==> config.mk <==
export PLATFORM = sky130hd
export DESIGN_NAME = shift_deser
export DESIGN_NICKNAME = d
export VERILOG_FILES = /design/src/rtl/shift_deser.sv
export SDC_FILE = /design/constraint.sdc
export NUM_CORES = 1
export LEC_CHECK = 0
export BUFFER_PORTS_ARGS = -buffer_cell sky130_fd_sc_hd__buf_2
export CAP_MARGIN = 20
export CORE_ASPECT_RATIO = 1.2
export CORE_MARGIN = 2
export CORE_UTILIZATION = 40
export CTS_CLUSTER_SIZE = 16
export DETAILED_ROUTE_END_ITERATION = 12
export SLEW_MARGIN = 20
export SYNTH_ARGS = -nofsm -noshare
export SYNTH_HDL_FRONTEND = slang
export SYNTH_SLANG_ARGS = --single-unit
==> constraint.sdc <==
create_clock -name clk -period 1.68 [get_ports clk]
set_input_delay 0.336 -clock clk [delete_from_list [all_inputs] [get_ports clk]]
set_output_delay 0.336 -clock clk [all_outputs]
set_load 0.05 [all_outputs]
==> src/rtl/shift_deser.sv <==
// shift_deser: LSB-first serial-in/parallel-out receiver with a one-entry
// valid/ready output buffer and a sticky overrun flag for dropped words.
module shift_deser #(
   parameter int unsigned WIDTH = 8
) (
   input  logic                       clk,
   input  logic                       rst,
   input  logic                       en,
   input  logic                       sin,
   input  logic                       sync,
   output logic [WIDTH-1:0]           dout,
   output logic                       dout_valid,
   input  logic                       dout_ready,
   output logic [$clog2(WIDTH)-1:0]   bit_cnt,
   output logic                       overrun
);

   localparam int unsigned CNT_W = $clog2(WIDTH);
   localparam logic [CNT_W-1:0] LAST_BIT = CNT_W'(WIDTH - 1);

   typedef enum logic {
      EMPTY = 1'b0,
      FULL  = 1'b1
   } state_t;

   state_t state;

   // Only the upper WIDTH-1 bits of the shifter are ever needed: the bit
   // that would fall into position 0 is replaced by sin on completion.
   logic [WIDTH-1:1] sr;
   logic [WIDTH-1:0] word;
   logic             complete;

   // Word as it stands including this cycle's bit, and completion detect
   assign word     = {sin, sr};
   assign complete = en && !sync && (bit_cnt == LAST_BIT);

   // Shifter, bit counter, output buffer FSM and overrun flag
   always_ff @(posedge clk) begin
      if (rst) begin
         sr         <= '0;
         bit_cnt    <= '0;
         dout       <= '0;
         dout_valid <= 1'b0;
         overrun    <= 1'b0;
         state      <= EMPTY;
      end else begin
         if (sync) begin
            sr      <= '0;
            bit_cnt <= '0;
            overrun <= 1'b0;
         end else if (en) begin
            sr      <= word[WIDTH-1:1];
            bit_cnt <= complete ? '0 : bit_cnt + CNT_W'(1);
         end

         case (state)
            EMPTY: begin
               if (complete) begin
                  dout       <= word;
                  dout_valid <= 1'b1;
                  state      <= FULL;
               end
            end
            FULL: begin
               if (complete) begin
                  if (dout_ready) begin
                     dout <= word;
                  end else begin
                     overrun <= 1'b1;
                  end
               end else if (dout_ready) begin
                  dout_valid <= 1'b0;
                  state      <= EMPTY;
               end
            end
            default: begin
               dout_valid <= 1'b0;
               state      <= EMPTY;
            end
         endcase
      end
   end

endmodule

==> results of run 1 <==
[cells in the mapped netlist]
library cell / count
o32ai_1: 1
nand2_1: 1
clkbuf_1: 1
ha_1: 4
nor2_1: 9
nand3b_1: 1
buf_4: 1
a21oi_1: 1
xnor2_1: 1
dfxtp_1: 21
buf_6: 3
inv_1: 2
nor3b_2: 2
or2_4: 1
a22oi_1: 1
nor3b_1: 1
mux2i_1: 17
nand2b_1: 17
[power breakdown]
group	switching (W)	total [W]	internal, W
clock network	0.000146	0.000234	0.0000884
registers	0.00000275	0.000501	0.000498
logic	0.0000278	0.0000545	0.0000267
total	0.000176	0.000790	0.000614
[sequential cells by signal, summed over array words and instances, names as in the netlist]
register	cells
dout	8
sr	7
bit_cnt	3
dout_valid	1
overrun	1
state	1
[critical path: cells and delay by family, from the launching register on]
family | cells | cell delay [ps]
muxes | 1 | 190
buffers and inverters | 1 | 170
adders and majority gates | 3 | 480
and+or+nand+nor | 2 | 320
DFF | 1 | 380
[per-layer routing]
layer  track usage  wire (um)  share of wire  vias up
met5             0          0              0        -
met4       0.04633         16          0.011        0
met3       0.02894         56          0.038        2
met2        0.1657        711           0.48       10
met1        0.1590        683           0.47      273
li1              -          -              -      330
[timing repair]
item                                   in CTS  in global routing
buffers inserted                            1                  2
setup endpoints to repair                   6                  8
gates resized for setup                     1                  6
pin swaps                                   1                  4
endpoints found under the hold margin       0                  0
[layout make-up]
type / count / area share
multi-input cells: 57 / 0.4214
flip-flops and latches: 21 / 0.3824
repair buffers: 25 / 0.1304
well taps: 31 / 0.03456
clock buffers: 3 / 0.02007
inverters: 2 / 0.006689
clock inverters: 1 / 0.004459
[logic make-up (layout without fill, tap and decap cells)]
| family | Yosys count | count (layout) | synth area share |
|---|---|---|---|
| xor+xnor | 1 | 1 | 0.009565 |
| mux | 17 | 17 | 0.1858 |
| buf+inv | 7 | 31 | 0.05738 |
| flops | 21 | 21 | 0.4590 |
| fa+ha+maj | 4 | 4 | 0.05465 |
| simple gates | 32 | 32 | 0.2104 |
| compound gates | 3 | 3 | 0.02322 |
[per-stage QoR]
stage                     cells  area (um2)  worst slack (ps)  power (W)    util
after floorplan              85       924.6             11.99  0.0005538       -
after global placement      133        1039             73.59  0.0005644  0.4647
after detailed placement    133        1039             2.012  0.0005644  0.4647
after CTS                   138        1077             5.951  0.0008001  0.4821
after global routing        140        1122            -90.55  0.0008421  0.5022
final                       140        1122             76.84  0.0007897  0.5022
[worst min-delay path by stage]
stage / startpoint / to / slack (ps)
floorplan: sr[1]$_SDFFE_PP0P_ / dout[0]$_SDFFE_PP0P_ / 450
global placement: overrun$_SDFF_PP0_ / overrun$_SDFF_PP0_ / 450
detailed placement: overrun$_SDFF_PP0_ / overrun$_SDFF_PP0_ / 450
CTS: sin / dout[7]$_SDFFE_PP0P_ / 300
global route: sin / sr[7]$_SDFFE_PP0P_ / 300
finish: sin / sr[7]$_SDFFE_PP0P_ / 310
==> results.py, run 1 <==
metrics = {
    "critical_path": {
        "crit_chain": "ha_4 -> ha_4 -> nand3b_1 -> ha_2 -> nor3b_2 -> buf_6 -> mux2i_1",
        "crit_top_cell": "ha_4",
        "critPathCapture": "dout[7]$_SDFFE_PP0P_",
        "cpMaxStageDelayCell": "dfxtp_4",
        "cpPeakStageDelay_ps": 380,
        "reg2regPathDepth": 7,
        "critPathMaxFanout": 8,
        "cp-end-kind": "register",
        "start_kind": "register",
        "worstSetupPathType": "register to register",
        "r2r_start": "bit_cnt[0]$_SDFFE_PP0P_",
        "regToRegSetupSlack_ps": 80,
        "r2r-end": "dout[7]$_SDFFE_PP0P_",
        "arrival_ps": 1830,
        "worst_ep_required_time_ps": 1910,
        "critPathLaunch": "bit_cnt[0]$_SDFFE_PP0P_",
    },
    "cells_and_area": {
        "layout.nets": 120,
        "antennaDiodeCount": 0,
        "regArea_um2": 429.2,
        "area_growth_pct": 22.54,
        "multi_input_area_um2": 473.0,
        "final.fill_count": 241,
        "layout-drive-gt1-share": 0.3578,
        "layout_common_cells": "18 x dfxtp_1, 18 x buf_2, 17 x mux2i_1, 17 x nand2b_1, 9 x nor2_1",
    },
    "clock_tree": {
        "clock_sinks": 21,
        "numCtsBuffers": 3,
        "clk_latency_ps": 290,
        "h-tree-depth": 1,
        "cts_buffer_depth": 2,
        "cts.reportedPaths.clkPinSlew_ps": 110,
        "cts_tree": "done",
        "cts_hold_buf": 0,
        "clockRootBuffer": "clkbuf_4",
    },
    "sta": {
        "max_freq_mhz": 623.8,
        "worstMarginPinSlew_ps": 250.2,
        "tns_ps": 0,
        "fin_crit_sh": 0.9543,
        "final-hold-violation-count": 0,
        "min_period_ps": 1603,
        "hold-worst-slack_ps": 307.6,
        "finalClockSkew_ps": 1.069,
        "rsz0062_at_grt": "yes",
        "slew_headroom": 0.8344,
        "setup_viol": 0,
        "report.final.slew_viol_count": 0,
    },
    "grt": {
        "grt_max_degree": 13,
        "antenna_found_initial": 0,
        "grt_pass1_vias": 562,
        "overflow": 0,
        "grt_use_total": 0.1146,
        "grt_first_pass_wirelength_um": 2297,
    },
    "routing": {
        "drc": 0,
        "routed_via_density": 4.393,
        "wl_um": 1467,
        "drtAntennaViolNets": 0,
        "initialDrtViolationCount": 1,
        "drtPass1Iterations": 2,
        "wl_per_cell_um": 10.48,
        "num_vias": 615,
    },
    "synth": {
        "yosysWarnings": 0,
        "synth_top_area_cell": "dfxtp_1",
        "synthCells": 85,
        "synth-seq-cells": 21,
        "synthTopCellsByArea": "dfxtp_1 46%, mux2i_1 19%, nand2b_1 12%",
        "synth.distinct_cells": 18,
        "syn_nets": 95,
        "synth_top_area_share": 0.4590,
        "synth_seq_area_share": 0.4590,
        "synth_area_um2": 915.9,
        "synth_area_per_cell_um2": 10.78,
    },
    "die": {
        "fp.dieH_um": 56.42,
        "ios": 19,
        "dieWidth_um": 47.68,
        "core_region_area_um2": 2235,
        "row_count": 19,
        "initial_core_util": 0.4099,
        "die-area_um2": 2690,
    },
    "flow_run": {
        "drv_cap": 0,
    },
    "pwr": {
        "max-vdd-ir-drop_v": 0.0003674,
        "pwr_density_cell_nw_per_um2": 703.7,
        "p_leak_nw": 0.4542,
    },
    "placement": {
        "io_buffers": 18,
        "gp_congestion": 0.7422,
        "hpwlAfterDp_um": 1059,
    },
    "min_path": {
        "worstHoldPathCells": 3,
        "hp-class": "input pin to register",
    },
    "run_status": {
        "status": "finished clean",
    },
}
(Power assumes the default switching activity.)
==> run 2, diff against run 1 <==
RECOVER_POWER = 25   (was unset)
==> results.py, run 2 (synthesis gave the netlist of run 1 again) <==
metrics = {
    "run_status": {
        "status": "finished clean",
    },
    "clock_tree": {
        "clock_sinks": 21,
        "clk_latency_ps": 290,
        "cts.reportedPaths.clkPinSlew_ps": 110,
        "cts_buffer_depth": 2,
        "h-tree-depth": 1,
        "cts_tree": "done",
        "numCtsBuffers": 3,
        "clockRootBuffer": "clkbuf_4",
    },
    "critical_path": {
        "critPathMaxFanout": 8,
        "r2r_start": "bit_cnt[0]$_SDFFE_PP0P_",
        "start_kind": "register",
        "worst_ep_required_time_ps": 1910,
        "cp-end-kind": "register",
        "critPathLaunch": "bit_cnt[0]$_SDFFE_PP0P_",
        "worstSetupPathType": "register to register",
        "arrival_ps": 1830,
    },
    "sta": {
        "fin_crit_sh": 0.9540,
        "final-hold-violation-count": 0,
        "max_freq_mhz": 624.0,
        "worstMarginPinSlew_ps": 675.1,
        "report.final.slew_viol_count": 0,
        "rsz0062_at_grt": "yes",
        "slew_headroom": 0.5499,
        "min_period_ps": 1603,
        "finalClockSkew_ps": 1.414,
        "setup_ws_ps": 77.36,
        "setup_viol": 0,
    },
    "pwr": {
        "max-vdd-ir-drop_v": 0.0003667,
        "pwr_density_cell_nw_per_um2": 705.0,
        "p_leak_nw": 0.4506,
        "power_w": 0.0007886,
    },
    "routing": {
        "drc": 0,
        "wl_per_cell_um": 10.49,
        "drtAntennaViolNets": 0,
        "wl_um": 1469,
        "drtPass1Iterations": 2,
        "routed_via_density": 4.386,
        "num_vias": 614,
        "initialDrtViolationCount": 1,
    },
    "die": {
        "dieWidth_um": 47.68,
        "fp.dieH_um": 56.42,
        "ios": 19,
        "die-area_um2": 2690,
        "row_count": 19,
        "core_region_area_um2": 2235,
        "initial_core_util": 0.4099,
    },
    "grt": {
        "grt_max_degree": 13,
        "overflow": 0,
        "grt_pass1_vias": 562,
        "antenna_found_initial": 0,
        "grt_first_pass_wirelength_um": 2297,
        "grt_use_total": 0.1146,
    },
    "flow_run": {
        "drv_cap": 0,
    },
    "placement": {
        "pre_cts_ws_ps": 2.012,
        "gp_congestion": 0.7422,
        "dpl.cell_count": 133,
        "hpwlAfterDp_um": 1059,
        "io_buffers": 18,
    },
    "min_path": {
        "hp-class": "input pin to register",
        "min-delay-start": "sin",
    },
    "cells_and_area": {
        "layout_common_cells": "18 x dfxtp_1, 18 x buf_2, 17 x mux2i_1, 17 x nand2b_1, 9 x nor2_1",
        "final.fill_count": 243,
        "largest_register_ffs": 8,
        "final_cells": 140,
        "top_register": "dout",
        "antennaDiodeCount": 0,
        "area_growth_pct": 22.13,
        "layout.nets": 120,
        "largestRegisters": "dout x8, sr x7, bit_cnt x3",
        "layout-drive-gt1-share": 0.3486,
    },
}
[run 2: cell count changes in the layout (fill, tap and decap cells not counted), sizes merged]
cell    change
clkbuf      +1
buf         -1
[run 2: layout make-up]
class                      instances  area (um2)  area share
clock buffer                       3       22.52     0.02013
inverter                           2       7.507    0.006711
timing repair buffer              25       142.6      0.1275
tap                               31       38.79     0.03468
multi-input combinational         57       473.0      0.4228
sequential                        21       429.2      0.3837
clock inverter                     1       5.005    0.004474
[run 2: stage by stage]
step / setup TNS (ps) / area (um2) / utilization / hold WS, ps
2_1_floorplan: 0 / 924.6 / - / 450.6
4_1_cts: 0 / 1077 / 0.4821 / 303.0
3_5_place_dp: 0 / 1039 / 0.4647 / 454.8
3_3_place_gp: 0 / 1039 / 0.4647 / 445.3
6_report: 0 / 1119 / 0.5006 / 308.1
5_1_grt: -502.4 / 1119 / 0.5006 / 296.3
[run 2: metal layers]
layer,GRT usage,vias to the layer above,share of wire
met5,0,-,0
met4,0.04633,0,0.011
met3,0.02894,2,0.038
met2,0.1657,10,0.48
met1,0.1590,272,0.47
li1,-,330,-
[run 2: critical path, stage by stage (launching register included)]
cell and delay [ps]:
dfxtp_4 380, ha_4 140, ha_4 120, nand3b_1 130
ha_2 220, nor3b_2 190, buf_6 170, mux2i_1 190
[run 2: path summary, 6_finish.rpt]
| check | to | slack, ps | depth (start not counted) |
|---|---|---|---|
| setup / recovery | dout[7]$_SDFFE_PP0P_ | 80 | 7 |
| hold reg to reg | overrun$_SDFF_PP0_ | 470 | 2 |
| hold / removal | sr[7]$_SDFFE_PP0P_ | 310 | 3 |
| setup reg to reg | dout[7]$_SDFFE_PP0P_ | 80 | 7 |
[run 2: power breakdown]
part           switching [W]  internal (W)  total [W]
registers         0.00000274      0.000498   0.000501
logic              0.0000277     0.0000260  0.0000537
clock network       0.000145     0.0000884   0.000234
total               0.000176      0.000613   0.000789
[run 2: what timing repair did]
action,CTS,global route
setup endpoints to repair,6,8
pin swaps,1,4
hold buffers,0,0
resized for setup,1,6
setup buffers,1,2
==> run 3, diff against run 2 <==
clock period = 1.36 ns   (was 1.68 ns; I/O delays follow)
==> results.py, run 3 (synthesis gave the netlist of run 1 again) <==
metrics = {
    "die": {
        "row_count": 19,
        "dieWidth_um": 47.68,
        "die-area_um2": 2690,
        "fp.dieH_um": 56.42,
        "ios": 19,
        "initial_core_util": 0.4099,
        "core_region_area_um2": 2235,
    },
    "cells_and_area": {
        "regArea_um2": 429.2,
        "antennaDiodeCount": 0,
        "largestRegisters": "dout x8, sr x7, bit_cnt x3",
        "top_register": "dout",
        "layout.nets": 123,
        "final_cells": 143,
        "final_core_util": 0.5157,
        "layout_common_cells": "18 x dfxtp_1, 18 x buf_2, 17 x mux2i_1, 17 x nand2b_1",
        "final.fill_count": 237,
        "multi_input_area_um2": 480.5,
        "area_growth_pct": 25.82,
        "largest_register_ffs": 8,
        "layout-drive-gt1-share": 0.3839,
    },
    "run_status": {
        "status": "complete, but fails checks",
        "violations": "negative setup slack",
    },
    "placement": {
        "gp_congestion": 0.7282,
        "hpwlAfterDp_um": 1109,
        "io_buffers": 18,
        "dpl.cell_count": 137,
    },
    "grt": {
        "grt_first_pass_wirelength_um": 2532,
        "overflow": 0,
        "antenna_found_initial": 0,
        "grt_pass1_vias": 582,
        "grt_use_total": 0.1329,
        "grt_max_degree": 20,
    },
    "critical_path": {
        "worstPathBufferInverterCount": 1,
        "crit_top_cell": "ha_4",
        "r2r_start": "bit_cnt[0]$_SDFFE_PP0P_",
        "cpMaxStageDelayCell": "dfxtp_4",
        "reg2regPathDepth": 7,
        "regToRegSetupSlack_ps": -230,
        "arrival_ps": 1830,
        "crit_chain": "ha_4 -> ha_4 -> nand3b_1 -> ha_2 -> nor3b_2 -> buf_6 -> mux2i_1",
        "cp-end-kind": "register",
        "r2r-end": "dout[0]$_SDFFE_PP0P_",
        "start_kind": "register",
        "critPathMaxFanout": 8,
        "worstSetupPathType": "register to register",
        "worst_ep_required_time_ps": 1600,
        "cpPeakStageDelay_ps": 380,
        "path_delay_family": "adder cells",
    },
    "pwr": {
        "pwr_density_cell_nw_per_um2": 865.3,
        "max-vdd-ir-drop_v": 0.0005013,
        "p_leak_nw": 0.4690,
    },
    "clock_tree": {
        "clockRootBuffer": "clkbuf_4",
        "clock_sinks": 21,
        "h-tree-depth": 1,
        "cts.reportedPaths.clkPinSlew_ps": 120,
        "cts_tree": "done",
        "cts_buffer_depth": 2,
        "clk_latency_ps": 310,
        "cts_hold_buf": 0,
        "numCtsBuffers": 3,
    },
    "flow_run": {
        "drv_cap": 0,
    },
    "routing": {
        "drtPass1Iterations": 4,
        "routed_via_density": 4.434,
        "wl_um": 1557,
        "wl_per_cell_um": 10.89,
        "drc": 0,
        "num_vias": 634,
        "initialDrtViolationCount": 8,
        "drtAntennaViolNets": 0,
    },
    "sta": {
        "report.final.slew_viol_count": 0,
        "fin_crit_sh": 1.167,
        "final-hold-violation-count": 0,
        "rsz0062_at_grt": "yes",
        "min_period_ps": 1587,
        "slew_headroom": 0.8351,
        "setup_viol": 9,
        "setup_ws_ps": -227.1,
        "max_freq_mhz": 630.1,
        "finalClockSkew_ps": 7.227,
        "worstMarginPinSlew_ps": 249.1,
    },
    "min_path": {
        "worst_hold_path.endpoint": "sr[7]$_SDFFE_PP0P_",
        "hp-class": "input pin to register",
        "worstHoldPathCells": 3,
        "min-delay-start": "sin",
    },
}
run 3: changes by cell type in the layout (fill, tap and decap cells not counted), sizes merged:
cell,previous run,this run
buf,24,28
clkbuf,4,3
run 3: per-layer routing:
layer  part of all wire  global-route usage  up-vias
met4              0.023             0.08108        0
met1               0.48              0.1606      281
met3              0.040             0.03859        4
met5                  0                   0        -
met2               0.45              0.1981       13
li1                   -                   -      336
run 3: how the worst max path moves through the flow:
stage	slack (ps)	from	to	depth (start not counted)
detailed placement	-240	bit_cnt[0]$_SDFFE_PP0P_	dout[7]$_SDFFE_PP0P_	7
floorplan	-290	bit_cnt[0]$_SDFFE_PP0P_	dout[0]$_SDFFE_PP0P_	7
CTS	-230	bit_cnt[0]$_SDFFE_PP0P_	dout[0]$_SDFFE_PP0P_	7
finish	-230	bit_cnt[0]$_SDFFE_PP0P_	dout[0]$_SDFFE_PP0P_	7
global route	-350	bit_cnt[0]$_SDFFE_PP0P_	dout[0]$_SDFFE_PP0P_	7
global placement	-180	bit_cnt[0]$_SDFFE_PP0P_	dout[0]$_SDFFE_PP0P_	7
run 3: tightest hold or removal path, cell delays in order:
cell and delay (ps):
buf_2 90, mux2i_1 60, nor2_1 80
run 3: layout make-up:
class / count / area share
Tap cell: 31 / 0.03366
Timing Repair Buffer: 28 / 0.1466
Sequential cell: 21 / 0.3724
Clock inverter: 1 / 0.004343
Clock buffer: 3 / 0.01954
Inverter: 2 / 0.006515
Multi-Input combinational cell: 57 / 0.4169
run 3: repair_timing:
item,CTS,global route
pin swaps,0,1
setup buffers,2,0
setup endpoints to repair,9,10
gates resized for setup,2,0
run 3: metrics by stage:
step,instance area [um2],hold slack [ps],total power (W),setup slack (ps),TNS (ps)
after floorplan,954.7,419.2,0.0006856,-285.2,-2473
after global placement,1099,444.7,0.0007024,-178.7,-1452
after detailed placement,1099,445.5,0.0007025,-241.7,-1970
after CTS,1152,209.1,0.001012,-231.2,-1900
after global routing,1152,216.8,0.001039,-350.2,-2871
final,1152,221.9,0.0009972,-227.1,-1881
run 3: where the power goes:
group	leakage, nW	switching [W]	internal (W)	total [W]
Sequential	0.171	0.00000330	0.000616	0.000619
Combinational	0.280	0.0000358	0.0000335	0.0000693
Clock	0.0177	0.000199	0.000110	0.000309
